--- src/rtl/result_writeback_pkg.sv ---
// Shared types and constants for the result writeback path: element and word geometry, layer codes,
// per-layer and per-phase RAM address stride, FSM state codes and the optional ReLU helper.
package result_writeback_pkg;

   localparam int DATA_LEN        = 8;
   localparam int ELEMS_PER_CHUNK = 9;
   localparam int CHUNKS          = 4;
   localparam int CHUNK_W         = ELEMS_PER_CHUNK * DATA_LEN;
   localparam int WORD_W          = CHUNKS * CHUNK_W;
   localparam int LAYER_WORDS     = 32;
   localparam int PHASE_WORDS     = 4;

   localparam logic [3:0] LAYER0 = 4'd0;
   localparam logic [3:0] LAYER1 = 4'd1;
   localparam logic [3:0] LAYER2 = 4'd2;
   localparam logic [3:0] LAYER3 = 4'd3;
   localparam logic [3:0] AFFINE = 4'd4;

   localparam logic [1:0] ST_IDLE  = 2'd0;
   localparam logic [1:0] ST_WRITE = 2'd1;
   localparam logic [1:0] ST_DONE  = 2'd2;

   typedef logic [CHUNK_W-1:0] chunk_t;
   typedef logic [WORD_W-1:0]  word_t;

   // Zero every signed element whose sign bit is set.
   function automatic word_t reluWord(input word_t w);
      word_t r;
      r = w;
      for (int e = 0; e < WORD_W / DATA_LEN; e++) begin
         if (w[e*DATA_LEN + DATA_LEN - 1]) begin
            r[e*DATA_LEN +: DATA_LEN] = '0;
         end
      end
      return r;
   endfunction

endpackage

--- src/rtl/result_writeback_layer_addr_offset.sv ---
// Maps (layer code, phase) to the RAM base address of that phase's block and flags unknown layer codes.
// Shared with the weight loader so both sides agree on the feature RAM layout.
module layer_addr_offset
   import result_writeback_pkg::*;
#(
   parameter int ADDR_W = 8
) (
   input  logic [3:0]        i_cs,
   input  logic [2:0]        i_phase,
   output logic [ADDR_W-1:0] o_base,
   output logic              o_legal
);

   logic [ADDR_W-1:0] w_csOff;

   always_comb begin
      w_csOff = '0;
      o_legal = 1'b1;
      case (i_cs)
         LAYER0:  w_csOff = ADDR_W'(0 * LAYER_WORDS);
         LAYER1:  w_csOff = ADDR_W'(1 * LAYER_WORDS);
         LAYER2:  w_csOff = ADDR_W'(2 * LAYER_WORDS);
         LAYER3:  w_csOff = ADDR_W'(3 * LAYER_WORDS);
         AFFINE:  w_csOff = ADDR_W'(4 * LAYER_WORDS);
         default: o_legal = 1'b0;
      endcase
   end

   assign o_base = w_csOff + ADDR_W'(PHASE_WORDS) * ADDR_W'(i_phase);

endmodule

--- src/rtl/result_writeback.sv ---
// Serialises one compute-array result word into CHUNKS consecutive feature-RAM writes.
// Optional build macro RESULT_WB_RELU_EN zeroes negative elements before they are written.
module result_writeback
   import result_writeback_pkg::*;
#(
   parameter int ADDR_W = 8
) (
   input  logic               i_clk,
   input  logic               i_rst,
   input  logic               i_store,
   input  logic [3:0]         i_cs,
   input  logic [2:0]         i_phase,
   input  logic               i_valid_in,
   input  logic [WORD_W-1:0]  i_d,
   output logic               o_ready,
   output logic               o_ram_we,
   output logic [ADDR_W-1:0]  o_ram_addr,
   output logic [CHUNK_W-1:0] o_ram_d,
   output logic               o_done,
   output logic               o_err
);

   logic [1:0]        r_state;
   logic [1:0]        r_k;
   word_t             r_capture;
   logic [ADDR_W-1:0] r_base;
   logic              r_ramWe;
   logic [ADDR_W-1:0] r_ramAddr;
   chunk_t            r_ramD;
   logic              r_done;
   logic              r_err;

   logic [ADDR_W-1:0] w_base;
   logic              w_legal;
   word_t             w_dProc;
   logic [1:0]        w_nextK;

   layer_addr_offset #(.ADDR_W(ADDR_W)) u_addrOffset (
      .i_cs    (i_cs),
      .i_phase (i_phase),
      .o_base  (w_base),
      .o_legal (w_legal)
   );

`ifdef RESULT_WB_RELU_EN
   assign w_dProc = reluWord(i_d);
`else
   assign w_dProc = i_d;
`endif

   assign w_nextK = r_k + 2'd1;

   // The first chunk is issued straight from the accept edge so writes begin one cycle after accept;
   // dropping store abandons whatever is in flight and re-arms the block.
   always_ff @(posedge i_clk) begin
      if (i_rst) begin
         r_state   <= ST_IDLE;
         r_k       <= '0;
         r_capture <= '0;
         r_base    <= '0;
         r_ramWe   <= 1'b0;
         r_ramAddr <= '0;
         r_ramD    <= '0;
         r_done    <= 1'b0;
         r_err     <= 1'b0;
      end else if (!i_store) begin
         r_state <= ST_IDLE;
         r_ramWe <= 1'b0;
         r_done  <= 1'b0;
      end else begin
         case (r_state)
            ST_IDLE: begin
               if (i_valid_in) begin
                  if (w_legal) begin
                     r_capture <= w_dProc;
                     r_base    <= w_base;
                     r_k       <= '0;
                     r_ramWe   <= 1'b1;
                     r_ramAddr <= w_base;
                     r_ramD    <= w_dProc[0 +: CHUNK_W];
                     r_state   <= ST_WRITE;
                  end else begin
                     r_err <= 1'b1;
                  end
               end
            end
            ST_WRITE: begin
               if (r_k == 2'(CHUNKS - 1)) begin
                  r_ramWe <= 1'b0;
                  r_done  <= 1'b1;
                  r_state <= ST_DONE;
               end else begin
                  r_k       <= w_nextK;
                  r_ramAddr <= r_base + ADDR_W'(w_nextK);
                  r_ramD    <= r_capture[w_nextK*CHUNK_W +: CHUNK_W];
               end
            end
            ST_DONE: begin
               r_state <= ST_DONE;
            end
            default: begin
               r_state <= ST_IDLE;
            end
         endcase
      end
   end

   assign o_ready    = (r_state == ST_IDLE) && !i_rst;
   assign o_ram_we   = r_ramWe;
   assign o_ram_addr = r_ramAddr;
   assign o_ram_d    = r_ramD;
   assign o_done     = r_done;
   assign o_err      = r_err;

endmodule

--- config.mk ---
export PLATFORM = sky130hd
export DESIGN_NAME = result_writeback
export DESIGN_NICKNAME = d
export VERILOG_FILES = /design/src/rtl/result_writeback_pkg.sv /design/src/rtl/result_writeback_layer_addr_offset.sv /design/src/rtl/result_writeback.sv
export SDC_FILE = /design/constraint.sdc
export NUM_CORES = 1
export LEC_CHECK = 0
export BUFFER_PORTS_ARGS = -buffer_cell sky130_fd_sc_hd__buf_2
export CORE_ASPECT_RATIO = 0.75
export CORE_MARGIN = 4
export CORE_UTILIZATION = 40
export DETAILED_ROUTE_END_ITERATION = 6
export GPL_TIMING_DRIVEN = 0
export PLACE_DENSITY_LB_ADDON = 0.15
export RECOVER_POWER = 50
export SLEW_MARGIN = 20
export SYNTH_ARGS = -nofsm -noshare
export SYNTH_HDL_FRONTEND = slang
export SYNTH_SLANG_ARGS = --single-unit
--- constraint.sdc ---
create_clock -name i_clk -period 2.4 [get_ports i_clk]
set_input_delay 0.24 -clock i_clk [delete_from_list [all_inputs] [get_ports i_clk]]
set_output_delay 0.24 -clock i_clk [all_outputs]
set_load 0.05 [all_outputs]
# ---- Yosys cells after proc, flatten, opt, wreduce, memory -nomap -nowiden
# Cells that the tools add are included.
dict set report classes {
  addsub 3
  multipliers 1
  div 0
  n_lt_le_gt_ge 0
  eq_ne 11
  shifts 1
  mux 22
  bitwise 2
  n_reduce_logical 13
}
# op count
set ops {}
lappend ops {{288-bit by 10-bit indexed part select with 72-bit output} 1}
lappend ops {{72-bit two-way mux} 3}
lappend ops {{72-bit case mux with 2 select lines} 1}
lappend ops {{8-bit case mux with 4 select lines} 1}
lappend ops {{8-bit two-way mux} 3}
lappend ops {{8-bit case mux with 2 select lines} 1}
lappend ops {{2-bit two-way mux} 6}
lappend ops {{4-bit AND reduction} 3}
lappend ops {{8-bit by 2-bit adder with 8-bit output} 1}
lappend ops {{8-bit by 5-bit adder with 8-bit output} 1}
lappend ops {{4-bit by 2-bit equality test with 1-bit output (second input constant)} 2}
lappend ops {{2-bit by 4-bit multiplier with 6-bit output (second input constant)} 1}
lappend ops {{2-bit != test (second input constant)} 3}
lappend ops {{2-bit case mux with 3 select lines} 1}
lappend ops {{5-bit AND reduction} 1}
lappend ops {{5-bit OR reduction} 1}
lappend ops {{2-bit equality test (second input constant)} 2}
lappend ops {{4-bit by 1-bit equality test with 1-bit output (second input constant)} 1}
lappend ops {{4-bit by 3-bit equality test with 1-bit output (second input constant)} 1}
lappend ops {{4-bit logical NOT} 1}
lappend ops {{1-bit two-way mux} 4}
lappend ops {{2-bit case mux with 2 select lines} 1}
lappend ops {{3-bit AND reduction} 1}
lappend ops {{2-bit by 1-bit adder with 2-bit output (second input constant)} 1}
lappend ops {{10 further kinds} 11}
dict set report totals {
  regBits 383
  latch_bits 0
  ramBits 0
  romBits 0
  inputBits 299
  n_memories 0
}

# ---- Depth between registers and ports, before layout
dict set report logic_depth {
  word_depth 6
  ltp_mapped 9
  ltp_nobuf 6
}

# ---- Hierarchy
# From an unflattened synthesis, not the netlist that was laid out.
dict set report unflattened {
  hier_cells 1890
  hier_area_um2 16306.9
}
# mod n_inst cells_each area_each_um2 seq_area_each_um2
set by_module_without_submodules {}
lappend by_module_without_submodules {result_writeback 1 1879 16224.3 7667.4}
lappend by_module_without_submodules {layer_addr_offset 1 11 82.6 0.0}

# ---- Worst setup path before layout
# OpenSTA, ideal clock, no wires.
dict set report synth_path {
  path_kind {flip-flop to flip-flop}
  start {reg r_k[0]}
  end {reg r_ramD[21], in the netlist o_ram_d[21]}
  setup_ns 0.078
  t_arrival_ns 1.934
  required_time_ns 2.322
  slack_ns 0.388
  stages_incl_launch_ff 9
  path_buffers 3
  cell_sequence {dfxtp_1 ha_1 buf_2 buf_4 buf_4 mux2i_1 a22oi_1 a21oi_1 nor3_1}
}
dict set report synth_via {
  elab_chain_len 5
  word_cells_on_any_way 8
  classes_between {1 x add/sub; 1 x mul; 2 x eq/ne; 1 x shift; 2 x mux; 1 x reduce/logical}
}
# element line
set synth_lines {}
lappend synth_lines {{start, declared} result_writeback.sv:24} ;# logic [1:0] r_k;
lappend synth_lines {{start signal, assigned} result_writeback.sv:93} ;# r_k <= w_nextK;
lappend synth_lines {{2-bit by 1-bit adder with 2-bit output} result_writeback.sv:51} ;# assign w_nextK = r_k + 2'd1;
lappend synth_lines {{2-bit by 4-bit multiplier with 6-bit output} result_writeback.sv:95} ;# r_ramD <= r_capture[w_nextK*CHUNK_W +: CHUNK_W];
lappend synth_lines {{288-bit by 10-bit indexed part select with 72-bit output} result_writeback.sv:95}
lappend synth_lines {{72-bit two-way mux} result_writeback.sv:88} ;# if (r_k == 2'(CHUNKS - 1)) begin
lappend synth_lines {{72-bit case mux with 2 select lines} result_writeback.sv:71} ;# case (r_state)
lappend synth_lines {{end signal, assigned} result_writeback.sv:80} ;# r_ramD <= w_dProc[0 +: CHUNK_W];
lappend synth_lines {{end signal, assigned} result_writeback.sv:95}
lappend synth_lines {{end, declared} result_writeback.sv:29} ;# chunk_t r_ramD;
# Parallel ways exist; a longest one is shown, timed or not. The select of a mux whose other input is x is not followed.
# A chain may end at the register's enable or synchronous reset.

# ---- Worst setup path in the final report
dict set report layout_path {
  start {reg r_state[1]}
  end {reg r_ramD[9], in the netlist o_ram_d[9]}
}
dict set report layout_via {
  elab_chain_len 3
  word_cells_on_any_way 8
  classes_between {4 x eq/ne; 1 x mux; 3 x reduce/logical}
}
# element line
set layout_lines {}
lappend layout_lines {{start, declared} result_writeback.sv:23} ;# logic [1:0] r_state;
lappend layout_lines {{start signal, assigned} result_writeback.sv:57} ;# r_state <= ST_IDLE;
lappend layout_lines {{start signal, assigned} result_writeback.sv:67} ;# r_state <= ST_IDLE;
lappend layout_lines {{start signal, assigned} result_writeback.sv:81} ;# r_state <= ST_WRITE;
lappend layout_lines {{2-bit by 1-bit equality test with 1-bit output or 2-bit logical NOT (tied branches)} result_writeback.sv:71}
lappend layout_lines {{2-bit != test (no source line) (tied with other cells)} n/a}
lappend layout_lines {{5-bit AND reduction (no source line)} n/a}
# Parallel ways exist; a longest one is shown, timed or not.

==> flow_summary_export.csv <==
group,metric,value,unit
synth,syn_nets,2316,
synth,synth_cell_types,32,
synth,yosys-top-cells-count,"nand2_1 (587), a21oi_1 (448), dfxtp_1 (379)",
die,pin_count,383,
placement,dp_cells,2913,
synth,syn_area,0.0162,sq mm
setup_path,path_max_fanout,10,
drt,drt-total-wl,65.4,mm
setup_path,critPathArrivalTime,2.68,ns
setup_path,timing.critical_path.slowest_stage_cell,"clkbuf_1",
setup_path,crit_type,"reg -> reg",
synth,synthCells,2013,
timing,relSlewSlack,34.7,%
cells_and_area,fin_util,57.6,%
synth,ys.warnings.count,0,
drt,dr.pass1.iters,5,
cts,tritoncts,"built",
setup_path,critPathCaptureType,"register",
global_route,grt_pass1_wl,97.4,mm
global_route,grt_pass1_vias,16867,
timing,rsz0062_at_grt,"no",
cts,clock_sinks,379,
synth,synth_top_area_share,46.8,%
cts,clock_latency,0.55,ns
die,coreArea,0.0398,sq mm
timing,finalHoldViolCount,0,
die,start_util,40.7,%
pwr,vdd_drop_max,0.459,mV
timing,fmax,441,MHz
cells_and_area,nets,3025,
worst_hold_path,min_path_type,"in -> reg",
setup_path,slowest_delay,0.53,ns
cts,path_clk_slew,0.06,ns
run,max-cap-violations,0,
drt,drtIter0Drc,1515,
timing,finClkSkew,0.0131,ns
global_route,grt_overflow,0,
synth,post-synth-top-count-cell,"nand2_1",
setup_path,startpoint_type,"register",
setup_path,crit_required,2.81,ns
setup_path,critPathBufInv,2,
cells_and_area,multiInputGateArea,0.00761,sq mm
synth,synthArstFlopShare,0,%
synth,ys_ff_latch,379,
timing,fin_crit,2.27,ns
cts,numCtsBuffers,40,
drt,avgRoutedWirePerCell,20.0,um
cts,htreeDepth,2,
synth,synth_ff_type,"dfxtp_1",
drt,avgViaCountPerCell,5.33,
placement,hpwl,45.6,mm
drt,met1Wirelength,28.6,mm
cells_and_area,seqCellArea,0.00759,sq mm
global_route,grt_max_degree,14,
global_route,antenna_found_initial,10,
timing,finalSetupViolations,0,
synth,ys_seq_area_share,46.8,%
pwr,p_leak,8.38,nW
cts,root_buffer,"clkbuf_16",
cells_and_area,fill_cells,3707,
timing,period_share,94.4,%
synth,synth-edff-count,0,
timing,slew_viol_final,0,
drt,vias,17440,
die,dieArea,0.0439,sq mm
cells_and_area,drive_gt1_share,17.1,%
cts,cts_buffer_depth,3,
placement,globalplace.congestion,0.887,
synth,synth.area.top_cells,"dfxtp_1 (47%), a21oi_1 (14%), nand2_1 (14%)",
global_route,grt_use_total,28.6,%
timing,tightest_slew,0.979,ns
setup_path,cpLargestDelayFamily,"buffers and inverters",
synth,syn_avg_cell_area,8.06,sq um
setup_path,path_cells,"inv_1 > ha_1 > and2_2 > clkbuf_1 > a22oi_1 > a21oi_1 > nor3_1",
die,die_h,182,um
outcome,outcome,"finished, final reports clean",
die,fp.dieW,241,um
pwr,powerDensity,657,mW/mm^2
drt,dr_wl_met3,4.67,mm
drt,top_layer_used,"met5",
synth,yosysTopAreaCell,"dfxtp_1",
placement,io_buffers,380,
drt,drc,0,
timing,setup_tns,0,ns
die,rows,63,
drt,ant_nets,0,
cells_and_area,area_delta_synth_final,41.4,%
drt,dr_wl_met2,29.3,mm
cells_and_area,final_cells,3275,
-- power breakdown --
group          total (mW)  switching, mW  internal, mW  leakage, nW
sequential           6.62          0.127          6.49         3.07
clock                6.50           2.62          3.88        0.674
combinational        1.96           1.12         0.831         4.63
-- path summary, 6_finish.rpt --
check | slack (ns) | end | cells after the start | startpoint
max reg2reg | 0.13 | o_ram_d[9] | 7 | r_state[1]
min reg2reg | 0.45 | r_capture[34] | 2 | r_capture[34]
min | 0.03 | r_capture[186] | 3 | i_d[186]
max | 0.13 | o_ram_d[9] | 7 | r_state[1]
-- per-stage QoR --
step                power (mW)  setup slack [ns]  hold slack, ns  cell area (sq um)
detailed placement        8.31            -0.193           0.444              18800
CTS                       15.1           0.00937         0.00325              23000
global placement          8.30            -0.174           0.437              18800
finish                    15.1             0.133          0.0304              22900
floorplan                 7.64             0.388           0.376              16200
global route              15.6            0.0153          0.0217              22900
-- sequential cells by signal, indices dropped and copies added (netlist names) --
name and flops:
r_state 2, o_done 1, o_ram_addr 7, o_ram_d 72, r_k 1, o_err 1, r_capture 288, o_ram_we 1
r_base 6
-- kinds of logic (layout without fill, tap and decap cells) --
group / after synthesis / count (layout) / synth area share, %
AO/OA/AOI/OAI: 536 / 536 / 17.9
adder cells (fa/ha/maj): 4 / 4 / 0.309
buffers and inverters: 187 / 921 / 6.33
flip-flops: 379 / 379 / 46.8
multiplexers: 149 / 149 / 9.20
other: 0 / 8 / 0
AND/OR/NAND/NOR: 758 / 758 / 19.5
-- what timing repair did --
| action | CTS | global route |
|---|---|---|
| setup endpoints to repair | 71 | 297 |
| hold buffers | 289 | 0 |
| hold endpoints to repair | 289 | 0 |
| setup buffers | 0 | 0 |
| resized for setup | 4 | 23 |
| pin swaps | 0 | 0 |
-- layout by cell type (no fill, tap or decap), drive strengths merged, types with 6 or more instances in the layout --
| master | n |
|---|---|
| nor3 | 74 |
| or3 | 73 |
| a22oi | 74 |
| nand2 | 587 |
| mux2i | 149 |
| dfxtp | 379 |
| diode | 8 |
| buf | 375 |
| nor2 | 9 |
| clkbuf | 241 |
| a21oi | 448 |
| dlygate4sd3 | 289 |
| clkinv | 6 |
| inv | 6 |
-- layer usage --
layer / GRT usage, % / vias up
met1: 39.1 / 8222
met5: 0 / -
met2: 44.8 / 722
met3: 5.24 / 182
li1: - / 8312
met4: 11.6 / 2
-- worst reg2reg max path: stages (launching register included) --
cell and delay [ns]:
dfxtp_1 0.31, inv_1 0.10, ha_1 0.27, and2_2 0.45, clkbuf_1 0.54, a22oi_1 0.19
a21oi_1 0.22, nor3_1 0.08
-- final cells by class --
| cell class | instances | share of cell area [%] |
|---|---|---|
| Multi-Input combinational cell | 1447 | 33.2 |
| Sequential cell | 379 | 33.1 |
| Timing Repair Buffer | 669 | 20.4 |
| Clock buffer | 56 | 5.20 |
| Buffer | 180 | 4.41 |
| Tap cell | 520 | 2.84 |
| Clock inverter | 11 | 0.693 |
| Antenna cell | 8 | 0.0873 |
| Inverter | 5 | 0.0818 |
Note: power is estimated with default switching activity, not from simulation.
